**config.mk**
```make
export PLATFORM = sky130hd
export DESIGN_NAME = instruction_fetch_stage
export DESIGN_NICKNAME = d
export VERILOG_FILES = /design/src/rtl/cpu_pkg.sv /design/src/rtl/adder.sv /design/src/rtl/instruction_fetch_stage.sv
export SDC_FILE = /design/constraint.sdc
export NUM_CORES = 1
export LEC_CHECK = 0
export CAP_MARGIN = 10
export CORE_ASPECT_RATIO = 0.6
export CORE_MARGIN = 3
export CORE_UTILIZATION = 40
export DETAILED_ROUTE_END_ITERATION = 10
export GPL_TIMING_DRIVEN = 0
export HOLD_SLACK_MARGIN = 0.02
export PLACE_DENSITY = 0.66
export SYNTH_ARGS = -nofsm -noshare
export SYNTH_HDL_FRONTEND = slang
export SYNTH_HIERARCHICAL = 1
export SYNTH_SLANG_ARGS = --single-unit
```
**constraint.sdc**
```tcl
create_clock -name clk -period 9.6 [get_ports clk]
set_input_delay 1.44 -clock clk [delete_from_list [all_inputs] [get_ports clk]]
set_output_delay 1.44 -clock clk [all_outputs]
set_load 0.005 [all_outputs]
```
**src/rtl/cpu_pkg.sv**
```systemverilog
// Shared CPU constants: default datapath widths, the NOP encoding and the PC step.
package cpu_pkg;

  localparam int unsigned DEFAULT_ADDR_WIDTH  = 64;
  localparam int unsigned DEFAULT_INSTR_WIDTH = 32;
  localparam int unsigned PC_INCREMENT        = 4;

  localparam logic [31:0] NOP = 32'hD503201F;

endpackage

```
**src/rtl/adder.sv**
```systemverilog
// Shared unsigned adder; the sum wraps modulo 2^IN_LENGTH with no carry out.
module adder #(
  parameter int unsigned IN_LENGTH = 64
) (
  input  logic [IN_LENGTH-1:0] a,
  input  logic [IN_LENGTH-1:0] b,
  output logic [IN_LENGTH-1:0] sum
);

  assign sum = a + b;

endmodule

```
**src/rtl/instruction_fetch_stage.sv**
```systemverilog
// IF stage: PC register, PC+4 via the shared adder, IF/ID pipeline register and a fetch counter.
module instruction_fetch_stage
  import cpu_pkg::*;
#(
  parameter int unsigned               ADDR_WIDTH  = DEFAULT_ADDR_WIDTH,
  parameter int unsigned               INSTR_WIDTH = DEFAULT_INSTR_WIDTH,
  parameter logic [ADDR_WIDTH-1:0]     RESET_PC    = '0,
  parameter int unsigned               COUNT_WIDTH = 32
) (
  input  logic                   clk,
  input  logic                   reset,
  input  logic                   stall,
  input  logic                   redirect,
  input  logic [ADDR_WIDTH-1:0]  redirect_target,
  input  logic [INSTR_WIDTH-1:0] imem_instr,
  output logic [ADDR_WIDTH-1:0]  imem_addr,
  output logic [ADDR_WIDTH-1:0]  if_id_pc,
  output logic [ADDR_WIDTH-1:0]  if_id_pc_plus4,
  output logic [INSTR_WIDTH-1:0] if_id_instr,
  output logic                   if_id_valid,
  output logic [COUNT_WIDTH-1:0] fetch_count
);

  localparam logic [INSTR_WIDTH-1:0] NOP_WORD = INSTR_WIDTH'(NOP);

  logic [ADDR_WIDTH-1:0] pc;
  logic [ADDR_WIDTH-1:0] pc_plus4_c;
  logic [ADDR_WIDTH-1:0] target_aligned_c;
  logic                  advance_c;
  logic                  unused_target_lsbs;

  // Redirect targets are word aligned; the low two bits are dropped.
  assign target_aligned_c   = {redirect_target[ADDR_WIDTH-1:2], 2'b00};
  assign unused_target_lsbs = ^redirect_target[1:0];
  assign advance_c          = !redirect && !stall;
  assign imem_addr          = pc;

  adder #(.IN_LENGTH(ADDR_WIDTH)) pc_incr (
    .a   (pc),
    .b   (ADDR_WIDTH'(PC_INCREMENT)),
    .sum (pc_plus4_c)
  );

  // Program counter: redirect wins over stall.
  always_ff @(posedge clk or posedge reset) begin
    if (reset) begin
      pc <= RESET_PC;
    end else if (redirect) begin
      pc <= target_aligned_c;
    end else if (!stall) begin
      pc <= pc_plus4_c;
    end
  end

  // IF/ID register: a redirect squashes the slot to a NOP bubble but keeps the old PC fields.
  always_ff @(posedge clk or posedge reset) begin
    if (reset) begin
      if_id_pc       <= '0;
      if_id_pc_plus4 <= '0;
      if_id_instr    <= NOP_WORD;
      if_id_valid    <= 1'b0;
    end else if (redirect) begin
      if_id_instr    <= NOP_WORD;
      if_id_valid    <= 1'b0;
    end else if (!stall) begin
      if_id_pc       <= pc;
      if_id_pc_plus4 <= pc_plus4_c;
      if_id_instr    <= imem_instr;
      if_id_valid    <= 1'b1;
    end
  end

  // Counts instructions that entered IF/ID as valid; wraps silently.
  always_ff @(posedge clk or posedge reset) begin
    if (reset) begin
      fetch_count <= '0;
    end else if (advance_c) begin
      fetch_count <= fetch_count + COUNT_WIDTH'(1);
    end
  end

endmodule

```
==> results.cfg <==
[route]
final_antenna_net_count = 0
first_pass_iters = 8
drt_iter0_drc = 587
vias = 12070
wl_per_cell_um = 19.74
via_per_inst = 5.269
drc = 0
wl_um = 45220

[final_layout]
fin_cells = 2290
area_delta_synth_final_pct = 37.66
nNetsFinal = 1973
layout-drive-gt1-share_pct = 13.50

[clock_tree]
post_cts_resized = 0
post_cts_buffers = 0
cts_buffers = 27
hold_buffers = 0
clk_pin_slew_ns = 0.07
htreeDepth = 1
cts.sinks = 257
cts_tree = built
insertion_delay_ns = 0.55
root_buffer = clkbuf_16
cts_buffer_depth = 3

[timing]
setup_viol = 0
slew_headroom_pct = 38.87
fmaxAchievable_ghz = 0.2736
fin_crit_ns = 3.655
rsz0062_at_grt = false
finClkSkew_ns = 0.01437
drv_slew = 0
min_period_over_period_pct = 38.07
hold_violations = 0
worst_slew_pin_slew_ns = 0.9170
whs_ns = 0.4717

[place]
dp_hpwl_um = 35200
gp_congestion = 0.9482
dp.cells = 2238
port_buffers = 353

[status]
status = completed

[logic_synthesis]
syn-mean-instance-area_um2 = 10.50
syn_area_um2 = 14290
yosysSeqAreaShare_pct = 45.12
synth_async_sr_flop_share_pct = 100.0
synth_edf_count = 0
synth_ff_type = dfrtp_1
syn_inst = 1361
synth_cell_type_count = 70
yosys_warnings = 6
ys_ff_latch = 257

[global_routing]
grt_pass1_wl_um = 70890
grt_usage_pct = 23.27
grt_max_degree = 108
overflow = 0
grt_antenna_before_repair = 3
grt_pass1_vias = 11960

[power_and_ir_drop]
clkPwrFrac_pct = 24.6
p_sw_w = 0.001564
share_comb_of_total_power_pct = 41.3
intPower_w = 0.003114
p_leak_nw = 8.765
p_per_area_nw_per_um2 = 237.8
swShare_pct = 33.43
power_frac_seq_pct = 34.1
ir_worst_vdd_mv = 0.1509

[floorplan]
fp-row-count = 52
die_w_um = 250.0
die_height_um = 152.4
dieArea_um2 = 38100
start_util_pct = 41.52
core_area_um2 = 34420
ios = 357

[worst_hold_path]
hold_depth = 1
hold_path.class = flop to flop

[worst_setup_path]
endpoint_kind = flop
critPathLaunch = imem_addr[4]
cp.required_ns = 10.06
r2r_start = imem_addr[4]
rr_worst_depth = 11
ff2ff_setup_slack_ns = 5.95
crit_type = flop to flop
cp-endpoint = imem_addr[61]
r2r-end = imem_addr[61]
arrival_ns = 4.11
worstPathMaxFanout = 5
start_kind = flop

[flow_run]
maxCapViolCount = 0
## power groups by stage
stage	Sequential, W	Clock, W	Combinational [W]
5_1_grt	0.00164	0.00123	0.00210
6_report	0.00160	0.00115	0.00193
3_5_place_dp	0.00162	0	0.00187
2_1_floorplan	0.00159	0	0.000955
4_1_cts	0.00160	0.00118	0.00189
3_3_place_gp	0.00160	0	0.00185
## cells in the mapped netlist (26+ instances only)
master | number | area [µm²]
a21oi_1 | 78 | 390.4
ha_1 | 64 | 800.8
xor2_1 | 37 | 324.1
nor2_1 | 62 | 232.7
xnor2_1 | 56 | 490.5
dfrtp_1 | 244 | 6106
nand2_1 | 134 | 503.0
mux2_2 | 129 | 1453
o21ai_0 | 97 | 485.5
clkbuf_1 | 38 | 142.6
mux2i_1 | 83 | 830.8
nand4_1 | 37 | 231.5
inv_1 | 33 | 123.9
a21o_1 | 26 | 195.2
## registers in the layout, indices dropped and copies added, names as in the netlist
signal and flops:
if_id_instr 32, if_id_pc 64, if_id_pc_plus4 64, fetch_count 32
if_id_valid 1, imem_addr 64
## cell usage in the layout (no fill, tap or decap), types with 5 or more instances in the layout
cell type	netlist	final
o21ai_1	10	10
a21oi_1	78	78
mux2_2	129	129
clkdlybuf4s50_1	0	353
a31oi_1	11	11
nand4_1	37	37
nor2_1	62	62
o211ai_1	7	7
dfrtp_1	244	244
clkbuf_1	38	42
dfstp_2	13	13
clkbuf_16	0	27
bufinv_16	0	5
o21ai_0	97	97
inv_1	33	32
conb_1	2	65
buf_2	24	24
ha_1	64	64
a211o_1	14	14
nand2b_1	5	5
buf_1	5	5
o21a_1	8	8
and3_1	12	12
nand3_1	15	15
nand2_1	134	134
xor2_1	37	37
nor3_1	12	12
a21o_1	26	26
mux2i_1	83	83
nor2b_1	19	19
o21bai_1	16	16
xnor2_1	56	56
## layer usage
metal  global-route usage [%]  share of wire, %
met1                    34.91                48
met2                    33.98                42
met3                    5.425               7.5
met4                    5.377               2.3
met5                        0                 0
## stage by stage
step | setup TNS [ns] | setup WS [ns] | util (%) | instance area [µm²] | power [W]
after detailed placement | 0 | 5.377 | 54.32 | 18700 | 0.003489
after floorplan | 0 | 1.111 | - | 14530 | 0.002545
after CTS | 0 | 5.969 | 57.14 | 19670 | 0.004669
final | 0 | 5.945 | 57.15 | 19670 | 0.004677
after global placement | -591.23 | -2.470 | 54.14 | 18630 | 0.003456
after global routing | 0 | 5.783 | 57.15 | 19670 | 0.004966
## area by class of cell
class	instances	area, µm²
buffer	76	355.3
antenna	2	5.005
fill	2928	14750
timing repair buffer	355	3588
sequential	257	6447
clock buffer	35	745.7
clock inverter	15	224.0
inverter	34	135.1
tap	459	574.3
multi-input combinational	1057	7596
## logic make-up after synthesis
logic type               Yosys count  share of synthesized area (%)
AO/OA/AOI/OAI                    299                          13.05
XOR/XNOR                          93                          5.700
adder cells (fa/ha/maj)           65                          5.744
buffers and inverters            110                          3.380
flip-flops                       257                          45.12
multiplexers                     212                          15.98
other                              2                        0.05255
AND/OR/NAND/NOR                  323                          10.98
## critical path, cell delays in order, from the launching register on
cell	delay (ns)
dfrtp_1	0.48
ha_1	0.40
a31o_1	0.30
o2111ai_1	0.27
a31oi_1	0.21
nor2b_1	0.57
o21ai_1	0.19
a21oi_1	0.42
o21ai_1	0.16
xor2_1	0.26
mux2i_1	0.10
o21ai_0	0.18
## worst min-delay path by stage
stage	startpoint	to	slack (ns)
after global placement	fetch_count[31]	fetch_count[31]	0.46
after floorplan	fetch_count[31]	fetch_count[31]	0.46
after global routing	fetch_count[31]	fetch_count[31]	0.51
after detailed placement	fetch_count[31]	fetch_count[31]	0.46
final	fetch_count[31]	fetch_count[31]	0.47
after CTS	fetch_count[31]	fetch_count[31]	0.48
No activity file was read; power rests on OpenSTA's default activity.
